<file path="src/rtl/maze_pkg.sv">
// Shared constants and tile codes for the maze renderer and its companion blocks.
package maze_pkg;

  typedef enum logic [1:0] {
    TILE_FLOOR = 2'd0,
    TILE_WALL  = 2'd1,
    TILE_EXIT  = 2'd2
  } tile_e;

  localparam int          TILE_SHIFT   = 5;
  localparam logic [9:0]  H_VISIBLE    = 10'd640;
  localparam logic [9:0]  V_VISIBLE    = 10'd480;
  localparam logic [4:0]  PLAYER_INSET = 5'd4;

  localparam logic [11:0] C_FLOOR_DEF  = 12'h222;
  localparam logic [11:0] C_WALL_DEF   = 12'h00F;
  localparam logic [11:0] C_EXIT_DEF   = 12'h0F0;
  localparam logic [11:0] C_PLAYER_DEF = 12'hF00;

endpackage

</file>
<file path="src/rtl/maze_tile_palette.sv">
// Tile code to 12-bit colour lookup; shared with the minimap renderer.
module maze_tile_palette
  import maze_pkg::*;
#(
  parameter logic [11:0] C_FLOOR = C_FLOOR_DEF,
  parameter logic [11:0] C_WALL  = C_WALL_DEF,
  parameter logic [11:0] C_EXIT  = C_EXIT_DEF
) (
  input  logic [1:0]  tile,
  output logic [11:0] colour
);

  always_comb begin
    colour = 12'h000;
    case (tile_e'(tile))
      TILE_FLOOR: colour = C_FLOOR;
      TILE_WALL:  colour = C_WALL;
      TILE_EXIT:  colour = C_EXIT;
      default:    colour = 12'h000;
    endcase
  end

endmodule

</file>
<file path="src/rtl/maze_pixel_source.sv">
// Three-stage pixel colour pipeline: tile-map address, tile fetch, colour select.
// Also emits the per-frame tick and latches the player position once per frame.
module maze_pixel_source
  import maze_pkg::*;
#(
  parameter int          TILE_W   = 20,
  parameter int          TILE_H   = 15,
  parameter logic [11:0] C_FLOOR  = C_FLOOR_DEF,
  parameter logic [11:0] C_WALL   = C_WALL_DEF,
  parameter logic [11:0] C_EXIT   = C_EXIT_DEF,
  parameter logic [11:0] C_PLAYER = C_PLAYER_DEF
) (
  input  logic        CLK,
  input  logic        ARST_L,
  input  logic [9:0]  HCOORD,
  input  logic [9:0]  VCOORD,
  input  logic [4:0]  PLAYER_X,
  input  logic [3:0]  PLAYER_Y,
  output logic [8:0]  MAP_ADDR,
  input  logic [1:0]  MAP_DATA,
  output logic [11:0] CSEL,
  output logic        FRAME_TICK
);

  localparam logic [9:0] H_LIMIT = 10'(TILE_W << TILE_SHIFT);
  localparam logic [9:0] V_LIMIT = 10'(TILE_H << TILE_SHIFT);

  logic [9:0]  h1, v1, h2;
  logic [8:0]  v2;
  logic        vis1, vis2, val1;
  logic [1:0]  tile2;
  logic        vblank_q;
  logic [4:0]  px;
  logic [3:0]  py;

  logic [8:0]  row9, addr_d;
  logic        vis_d, vblank_d, tick_d, player_hit;
  logic [11:0] tile_colour, csel_d;

  // row*20 + col as shift-adds; worst case 15*20+31 = 331 still fits 9 bits
  assign row9   = {5'd0, VCOORD[8:5]};
  assign addr_d = (row9 << 4) + (row9 << 2) + {4'd0, HCOORD[9:5]};
  assign vis_d  = (HCOORD < H_LIMIT) && (VCOORD < V_LIMIT);

  assign vblank_d = (v1 >= V_VISIBLE);
  assign tick_d   = val1 && vblank_d && !vblank_q;

  // ~PLAYER_INSET is 31-4 = 27, the mirrored inset on the far side of the tile
  assign player_hit = (h2[9:5] == px) && (v2[8:5] == py) &&
                      (h2[4:0] >= PLAYER_INSET) && (h2[4:0] <= ~PLAYER_INSET) &&
                      (v2[4:0] >= PLAYER_INSET) && (v2[4:0] <= ~PLAYER_INSET);

  maze_tile_palette #(
    .C_FLOOR (C_FLOOR),
    .C_WALL  (C_WALL),
    .C_EXIT  (C_EXIT)
  ) u_palette (
    .tile   (tile2),
    .colour (tile_colour)
  );

  always_comb begin
    csel_d = tile_colour;
    if (!vis2)           csel_d = 12'h000;
    else if (player_hit) csel_d = C_PLAYER;
  end

  // vblank_q resets high and only tracks once val1 is set, so a reset released
  // inside blanking cannot fake a 0->1 transition on the first real sample.
  always_ff @(posedge CLK or negedge ARST_L) begin
    if (!ARST_L) begin
      h1         <= '0;
      v1         <= '0;
      vis1       <= 1'b0;
      val1       <= 1'b0;
      MAP_ADDR   <= '0;
      h2         <= '0;
      v2         <= '0;
      vis2       <= 1'b0;
      tile2      <= '0;
      CSEL       <= '0;
      vblank_q   <= 1'b1;
      FRAME_TICK <= 1'b0;
      px         <= '0;
      py         <= '0;
    end else begin
      h1         <= HCOORD;
      v1         <= VCOORD;
      vis1       <= vis_d;
      val1       <= 1'b1;
      MAP_ADDR   <= addr_d;
      h2         <= h1;
      v2         <= v1[8:0];
      vis2       <= vis1;
      tile2      <= MAP_DATA;
      CSEL       <= csel_d;
      FRAME_TICK <= tick_d;
      if (val1) vblank_q <= vblank_d;
      if (tick_d) begin
        px <= PLAYER_X;
        py <= PLAYER_Y;
      end
    end
  end

endmodule

</file>
<file path="config.mk">
export PLATFORM = sky130hd
export DESIGN_NAME = maze_pixel_source
export DESIGN_NICKNAME = d
export VERILOG_FILES = /design/src/rtl/maze_pkg.sv /design/src/rtl/maze_tile_palette.sv /design/src/rtl/maze_pixel_source.sv
export SDC_FILE = /design/constraint.sdc
export NUM_CORES = 1
export LEC_CHECK = 0
export CAP_MARGIN = 5
export CORE_MARGIN = 2
export CORE_UTILIZATION = 52
export DETAILED_ROUTE_END_ITERATION = 10
export GPL_TIMING_DRIVEN = 0
export MAX_ROUTING_LAYER = met4
export PLACE_DENSITY = 0.82
export SYNTH_ARGS = -nofsm -noshare
export SYNTH_HDL_FRONTEND = slang
export SYNTH_HIERARCHICAL = 1
export SYNTH_SLANG_ARGS = --single-unit
</file>
<file path="constraint.sdc">
create_clock -name CLK -period 4.6 [get_ports CLK]
set_clock_uncertainty 0.2 [all_clocks]
set_input_delay 0.92 -clock CLK [delete_from_list [all_inputs] [get_ports CLK]]
set_output_delay 0.92 -clock CLK [all_outputs]
set_load 0.01 [all_outputs]
</file>
==> results of run 1 <==
[worst max-delay path, cell delays in order]
cell and delay [ns]:
clkdlybuf4s50_1 0.56, inv_1 0.08, fa_1 0.59, inv_1 0.08
ha_1 0.30, a21o_1 0.19, a21oi_1 0.24, nor2b_1 0.09
o21a_1 0.17
[flip-flops by register name, summed over array words and instances (netlist names)]
register	flops
px	5
CSEL	12
vblank_q	1
v2	7
py	4
FRAME_TICK	1
vis2	1
vis1	1
h2	8
v1	8
MAP_ADDR	7
val1	1
h1	8
tile2	2
[metal layers]
metal  share of wire  vias up  track usage
met5               0        -            -
met3           0.076       10       0.0886
met2            0.52       44        0.296
met1            0.38      655        0.196
met4           0.023        0       0.0922
li1                -      632            -
[cell usage after synthesis, drive strengths merged]
cell	count
nor3b	1
nand4	3
a41oi	1
xnor2	12
buf	10
nand3	3
and2b	1
conb	2
dfstp	1
and2	8
fa	2
mux2	9
o41a	1
a21o	2
nor2	3
nor4	1
or3	2
nand2	2
ha	7
dfrtp	65
o21a	5
o21ai	1
a21oi	3
inv	11
nor2b	2
[worst max path at each step]
| stage | end | start | slack [ns] | cells after the start |
|---|---|---|---|---|
| after floorplan | MAP_ADDR[8] | HCOORD[9] | 1.85 | 8 |
| after global placement | MAP_ADDR[5] | ARST_L | 0.58 | 1 |
| after detailed placement | MAP_ADDR[8] | VCOORD[5] | 1.15 | 9 |
| after CTS | MAP_ADDR[8] | VCOORD[5] | 1.44 | 9 |
| after global routing | MAP_ADDR[8] | VCOORD[5] | 1.36 | 9 |
| final | MAP_ADDR[8] | VCOORD[5] | 1.43 | 9 |
[report_power, final]
group          switching (W)  leakage, nW  total [W]  internal (W)
Sequential         0.0000263        0.798   0.000660      0.000634
Clock               0.000219        0.119   0.000595      0.000375
Combinational      0.0000731        0.544   0.000181      0.000108
Total               0.000319         1.46    0.00144       0.00112
[cell type report]
class | instances | area, um^2
Fill cell | 279 | 1160
Multi-Input combinational cell | 73 | 592
Buffer | 10 | 72.6
Sequential cell | 66 | 1650
Clock inverter | 6 | 114
Tap cell | 52 | 65.1
Inverter | 11 | 41.3
Clock buffer | 10 | 138
Timing Repair Buffer | 51 | 515
[cells by family after synthesis]
group | share of synthesized area
DFF | 0.703
buffers and inverters | 0.0484
xor gates and xnor gates | 0.0447
muxes | 0.0431
other | 0.00319
AOI/OAI and AO/OA | 0.0394
adders and majority gates | 0.0543
and+or+nand+nor | 0.0639
[through the flow]
stage          total power (W)  cell area, um^2  setup WS [ns]
3_5_place_dp          0.000851             2940           1.15
2_1_floorplan         0.000758             2360           1.85
3_3_place_gp          0.000840             2920          0.579
4_1_cts                0.00146             3190           1.44
5_1_grt                0.00150             3190           1.36
6_report               0.00144             3190           1.43
==> impl_metrics.csv, run 1 <==
group,metric,value,unit
min_path,whs_path_depth,0,
floorplanning,dieArea,5080,um^2
detailed_routing,drtPass1Iterations,3,
synth,yosysUniqueCellTypes,26,
min_path,worst_hold_path.endpoint,"vis2",
clock_network,cts_tree,"built",
grt,grt_pass1_vias,1440,
synth,ys_top_cells_by_area,"dfrtp_1, xnor2_1, mux2_2, ha_1, buf_4",
clock_network,clock_sink_count,66,
finish,final_cell_mix,"dfrtp_1, clkdlybuf4s50_1, xnor2_1",
sta,setup_viol,0,
outcome,outcome,"complete, no violations",
setup_path,crit_path_start_kind,"input pin",
synth,synth-seq-cells,66,
sta,rsz0062_at_grt,"no",
finish,nets,264,
clock_network,holdBufCountCts,0,
min_path,worstHoldStart,"vis1",
grt,grt_max_degree,35,
finish,synthToLayoutAreaGrowth,35.7,%
clock_network,htree_num_levels,3,
synth,yosysTopAreaCellShare,0.692,
synth,netlist_instances,158,
sta,slew_headroom,0.530,
floorplanning,die_y,71.2,um
detailed_routing,viasPerCell,4.81,
finish,finalNonFillerCells,279,
sta,hold_ws,0.146,ns
sta,fin_tns_setup,0,ns
floorplanning,rows,24,
placement,dp_hpwl,2690,um
clock_network,clk_latency,0.34,ns
synth,yosys.area.top_type,"dfrtp_1",
grt,antenna_found_initial,0,
placement,place.gp.congestion,0.750,
finish,final_common_cell,"dfrtp_1",
setup_path,worstPathMaxFanout,4,
clock_network,clockRootBuffer,"clkbuf_8",
min_path,worst_hold_path_type,"flip-flop to flip-flop",
finish,drive_gt1_frac,0.172,
detailed_routing,final_antenna_net_count,0,
detailed_routing,wl_per_cell,13.9,um
floorplanning,start_util,0.540,
clock_network,cts_buffers,9,
sta,hold_viol,0,
sta,fin_crit_sh,0.690,
detailed_routing,drc,0,
setup_path,rrSetupSlack,2.82,ns
grt,grt_pass1_wl,6610,um
power_and_ir_drop,ir_drop,0.311,mV
floorplanning,core_area,4350,um^2
sta,fmax,315,MHz
setup_path,r2r-start,"px[0]",
setup_path,r2r_end,"CSEL[10]",
setup_path,path_class,"input pin to flip-flop",
run,drv_cap,0,
setup_path,cp.arrival,3.21,ns
placement,dp_cells,263,
power_and_ir_drop,powerDensity,450,nW/um^2
synth,synth_area,2350,um^2
setup_path,endpoint_kind,"flip-flop",
finish,num_antenna_cells,0,
placement,io_buffers,50,
clock_network,clk_pin_slew_worst_paths,0.08,ns
synth,seq_area_frac_synth,0.703,
power_and_ir_drop,p_leak,1.46,nW
synth,yosys_warnings,6,
grt,track_usage,0.187,
floorplanning,io_pins,55,
floorplanning,dieWidth,71.2,um
detailed_routing,routed_wirelength,3890,um
setup_path,crit_required,4.64,ns
setup_path,r2r_cells,4,
clock_network,cts_resized,0,
sta,maxSlewViolCount,0,
sta,period_needed,3.17,ns
synth,syn_area_per_cell,14.9,um^2
detailed_routing,drt-initial-drc-count,28,
sta,worst_slew_pin_slew,0.705,ns
finish,final_util,0.733,
clock_network,cts_setup_buffers,0,
grt,grt.overflow.total,0,
detailed_routing,vias,1341,
clock_network,clk_path_buf_depth,2,
(Power assumes the default switching activity.)
==> run 2: changes to the inputs <==
- CORE_UTILIZATION: 52 -> 49
- PLACE_DENSITY: 0.82 -> 0.78
- clock period: 4.6 -> 3.18 ns (I/O delays scaled with it)
==> run 2 against run 1 <==
Against the previous run: clock-buffer cell count increased by 2; design area shrank 2.0%; global-route usage down 4.2 points; sequential share of layout area rose by 1.1 points; via count is 3.7% lower; utilization is 6.2 points lower; largest power group unchanged.
==> impl_metrics.csv, run 2 (synthesized netlist as in run 1, its figures left out) <==
group,metric,value,unit
clock_network,clk_latency,0.32,ns
sta,period_needed,2.77,ns
setup_path,path_class,"input pin to flip-flop",
outcome,outcome,"complete, no violations",
run,drv_cap,0,
grt,grt.overflow.total,0,
floorplanning,dieArea,5370,um^2
setup_path,endpoint_kind,"flip-flop",
finish,final_common_cell,"dfrtp_1",
power_and_ir_drop,powerDensity,595,nW/um^2
grt,grt_max_degree,40,
placement,dp_hpwl,2410,um
placement,placed_area,2940,um^2
power_and_ir_drop,ir_drop,0.335,mV
detailed_routing,drtPass1Iterations,4,
floorplanning,start_util,0.504,
clock_network,cts_tree,"built",
grt,grt_pass1_wl,5480,um
sta,fin_tns_setup,0,ns
floorplanning,die_y,73.3,um
clock_network,cts_setup_buffers,0,
grt,track_usage,0.145,
clock_network,clk_pin_slew_worst_paths,0.07,ns
floorplanning,dieWidth,73.3,um
sta,slew_headroom,0.589,
detailed_routing,wl_per_cell,11.9,um
grt,use_met2,0.223,
clock_network,clockRootBuffer,"clkbuf_8",
detailed_routing,drt-initial-drc-count,29,
sta,hold_viol,0,
clock_network,clk_path_buf_depth,2,
finish,fin_area,3130,um^2
grt,antenna_found_initial,0,
grt,grt_pass1_vias,1245,
detailed_routing,vias,1291,
finish,top_register,"CSEL",
power_and_ir_drop,p_leak,1.44,nW
setup_path,crit_path_start_kind,"input pin",
grt,grt_use_met1,0.169,
placement,place.gp.congestion,0.727,
finish,drive_gt1_frac,0.159,
sta,fmax,360,MHz
sta,fin_crit_sh,0.873,
detailed_routing,drc,0,
setup_path,worstPathMaxFanout,4,
clock_network,cts_buffers,9,
detailed_routing,routed_wirelength,3340,um
finish,nets,264,
min_path,worst_hold_path_type,"input pin to async pin",
sta,rsz0062_at_grt,"no",
sta,setup_viol,0,
floorplanning,io_pins,55,
finish,largest_reg_flops,12,
sta,maxSlewViolCount,0,
placement,io_buffers,50,
floorplanning,core_area,4660,um^2
finish,fill_cells,351,
grt,met3_usage,0.0562,
finish,final_cell_mix,"dfrtp_1, clkdlybuf4s50_1, xnor2_1",
clock_network,htree_num_levels,3,
clock_network,clock_sink_count,66,
grt,top_usage_layer,"met2",
finish,num_antenna_cells,0,
detailed_routing,viasPerCell,4.61,
clock_network,holdBufCountCts,0,
sta,worst_slew_pin_slew,0.616,ns
clock_network,cts_resized,0,
finish,synthToLayoutAreaGrowth,33.0,%
floorplanning,rows,25,
setup_path,crit_required,3.19,ns
setup_path,cp.arrival,2.79,ns
detailed_routing,final_antenna_net_count,0,
run 2: changes by cell type in the layout (fill, tap and decap cells not counted):
cell	delta
clkinv_4	-1
clkinv_2	+2
clkbuf_1	+2
bufinv_16	-2
clkinvlp_4	-2
run 2: final timing paths:
kind | from | cells past startpoint | slack, ns | end
min in group CLK | v1[4] | 0 | 0.15 | v2[4]
worst max-delay path | VCOORD[5] | 9 | 0.41 | MAP_ADDR[8]
worst min-delay path | ARST_L | 1 | 0.12 | CSEL[2]
worst min register to register | v1[4] | 0 | 0.15 | v2[4]
worst max register to register | px[0] | 4 | 1.46 | CSEL[6]
max in group asynchronous | ARST_L | 2 | 1.99 | vblank_q
run 2: final cells by class:
| type | instances | area (um^2) | share of cell area |
|---|---|---|---|
| Multi-Input combinational cell | 73 | 592 | 0.189 |
| Buffer | 10 | 72.6 | 0.0232 |
| Tap cell | 54 | 67.6 | 0.0216 |
| Clock inverter | 3 | 40.0 | 0.0128 |
| Timing Repair Buffer | 51 | 515 | 0.165 |
| Sequential cell | 66 | 1650 | 0.529 |
| Inverter | 11 | 41.3 | 0.0132 |
| Clock buffer | 12 | 145 | 0.0464 |
run 2: stage by stage:
step	worst slack [ns]	instances	total power (W)	utilization	hold WS [ns]
finish	0.405	280	0.00186	0.671	0.124
global route	0.273	280	0.00195	0.671	0.156
CTS	0.404	280	0.00189	0.671	0.132
detailed placement	0.0536	265	0.00123	0.631	0.136
global placement	-0.702	264	0.00122	0.628	0.132
floorplan	0.710	160	0.00110	-	0.131
run 2: routing by layer:
metal,wire length [um],share of wire
met1,1430,0.43
met2,1660,0.50
met3,202,0.060
met4,51,0.015
met5,0,0
run 2: worst max-delay path, cell delays in order:
cell             delay [ns]
clkdlybuf4s50_1        0.54
inv_1                  0.09
fa_1                   0.56
inv_1                  0.06
ha_1                   0.28
a21o_1                 0.18
a21oi_1                0.21
nor2b_1                0.07
o21a_1                 0.17
run 2: power by group:
group / total [W] / internal (W) / switching (W)
Clock: 0.000652 / 0.000377 / 0.000275
Sequential: 0.000955 / 0.000918 / 0.0000370
Combinational: 0.000253 / 0.000155 / 0.0000984
==> run 3: changes to the inputs <==
- CORE_MARGIN: 2 -> 1.5
==> run 3 against run 2 <==
Against the previous run: global-route usage increased by 1.2 points; total power decreased by 3.0%; highest routed layer unchanged; critical path type unchanged; combinational power about the same; clock power decreased by 8.7%; clock-buffer cell count decreased by 1; via count increased by 0.39%; sequential power about the same; first-iteration DRC count increased by 69%; worst hold slack got worse by 0.0030 ns; cell count increased by 0.36%.
==> impl_metrics.csv, run 3 (synthesized netlist as in run 1, its figures left out) <==
group,metric,value,unit
outcome,outcome,"complete, no violations",
setup_path,cp.arrival,2.79,ns
detailed_routing,drc,0,
finish,drive_gt1_frac,0.167,
setup_path,worstPathMaxFanout,4,
grt,grt.overflow.total,0,
floorplanning,die_y,72.3,um
finish,top_register,"CSEL",
finish,fill_cells,343,
setup_path,crit_path_start_kind,"input pin",
clock_network,clockRootBuffer,"clkbuf_8",
finish,synthToLayoutAreaGrowth,32.4,%
finish,finalNonFillerCells,281,
finish,final_common_cell,"dfrtp_1",
sta,rsz0062_at_grt,"no",
placement,place.gp.congestion,0.697,
clock_network,htree_num_levels,3,
grt,grt_max_degree,39,
sta,maxSlewViolCount,0,
finish,largest_reg_flops,12,
placement,io_buffers,50,
clock_network,cts_setup_buffers,0,
grt,grt_pass1_wl,5670,um
grt,track_usage,0.157,
placement,dp_cells,265,
grt,antenna_found_initial,0,
floorplanning,rows,25,
detailed_routing,vias,1296,
setup_path,endpoint_kind,"flip-flop",
sta,fin_tns_setup,0,ns
sta,setup_viol,0,
power_and_ir_drop,ir_drop,0.424,mV
finish,multi_input_comb_area,592,um^2
placement,dp_hpwl,2390,um
finish,nets,264,
placement,pre_cts_slack,0.0340,ns
clock_network,clk_path_buf_depth,2,
sta,final.setup.worst_slack,0.415,ns
sta,hold_viol,0,
sta,fin_crit_sh,0.870,
floorplanning,dieWidth,72.3,um
floorplanning,io_pins,55,
setup_path,crit_required,3.20,ns
floorplanning,dieArea,5220,um^2
finish,num_antenna_cells,0,
setup_path,path_class,"input pin to flip-flop",
min_path,worst_hold_path_type,"input pin to async pin",
run,drv_cap,0,
clock_network,clock_sink_count,66,
floorplanning,start_util,0.504,
sta,worst_slew_pin_slew,0.635,ns
clock_network,holdBufCountCts,0,
clock_network,clk_latency,0.33,ns
detailed_routing,routed_wirelength,3320,um
detailed_routing,viasPerCell,4.61,
finish,final_cell_mix,"dfrtp_1, clkdlybuf4s50_1, xnor2_1",
detailed_routing,drtPass1Iterations,4,
power_and_ir_drop,p_leak,1.43,nW
clock_network,cts_buffers,9,
detailed_routing,drt-initial-drc-count,49,
grt,grt_pass1_vias,1265,
clock_network,cts_resized,0,
placement,placed_area,2940,um^2
sta,period_needed,2.77,ns
clock_network,clk_pin_slew_worst_paths,0.07,ns
floorplanning,core_area,4660,um^2
detailed_routing,final_antenna_net_count,0,
sta,fmax,362,MHz
detailed_routing,wl_per_cell,11.8,um
clock_network,cts_tree,"built",
power_and_ir_drop,powerDensity,579,nW/um^2
finish,regArea,1650,um^2
sta,slew_headroom,0.577,
finish,fin_area,3110,um^2
## run 3: changes by cell type in the layout (fill, tap and decap cells not counted)
cell	change
clkinvlp_4	+2
bufinv_16	-1
clkbuf_1	-1
clkinv_2	+1
## run 3: final timing paths
path                       startpoint          end  slack [ns]  cells after the start
min reg2reg                     h1[4]        h2[4]        0.15                      0
max reg2reg                     px[1]     CSEL[11]        1.43                      4
min in group CLK                h1[4]        h2[4]        0.15                      0
max                         VCOORD[5]  MAP_ADDR[8]        0.41                      9
max in group asynchronous      ARST_L     vblank_q        1.99                      2
min                            ARST_L        h1[5]        0.12                      1
## run 3: cell type report
cell class | count | share of cell area
buffer | 10 | 0.0233
clock buffer | 11 | 0.0454
clock inverter | 5 | 0.00965
inverter | 11 | 0.0133
multi-input combinational | 73 | 0.190
sequential | 66 | 0.531
tap | 54 | 0.0217
timing repair buffer | 51 | 0.166
## run 3: metrics by stage
| stage | power, W | hold WS, ns | utilization |
|---|---|---|---|
| finish | 0.00180 | 0.121 | 0.668 |
| global route | 0.00190 | 0.155 | 0.668 |
| CTS | 0.00183 | 0.131 | 0.668 |
| detailed placement | 0.00123 | 0.135 | 0.631 |
| global placement | 0.00122 | 0.132 | 0.628 |
| floorplan | 0.00110 | 0.131 | - |
## run 3: power breakdown
part | switching [W] | internal (W) | leakage [nW]
Combinational | 0.0000983 | 0.000155 | 0.544
Clock | 0.000295 | 0.000300 | 0.0851
Sequential | 0.0000383 | 0.000918 | 0.798
## run 3: layer usage
layer  track usage  part of all wire  vias to the layer above
met5             -                 0                        -
met4        0.0943             0.018                        0
met3        0.0556             0.060                        7
met2         0.223              0.48                       40
met1         0.193              0.44                      622
li1              -                 -                      627
## run 3: worst max-delay path: stages
cell	delay (ns)
clkdlybuf4s50_1	0.54
inv_1	0.08
fa_1	0.57
inv_1	0.06
ha_1	0.28
a21o_1	0.17
a21oi_1	0.22
nor2b_1	0.07
o21a_1	0.17
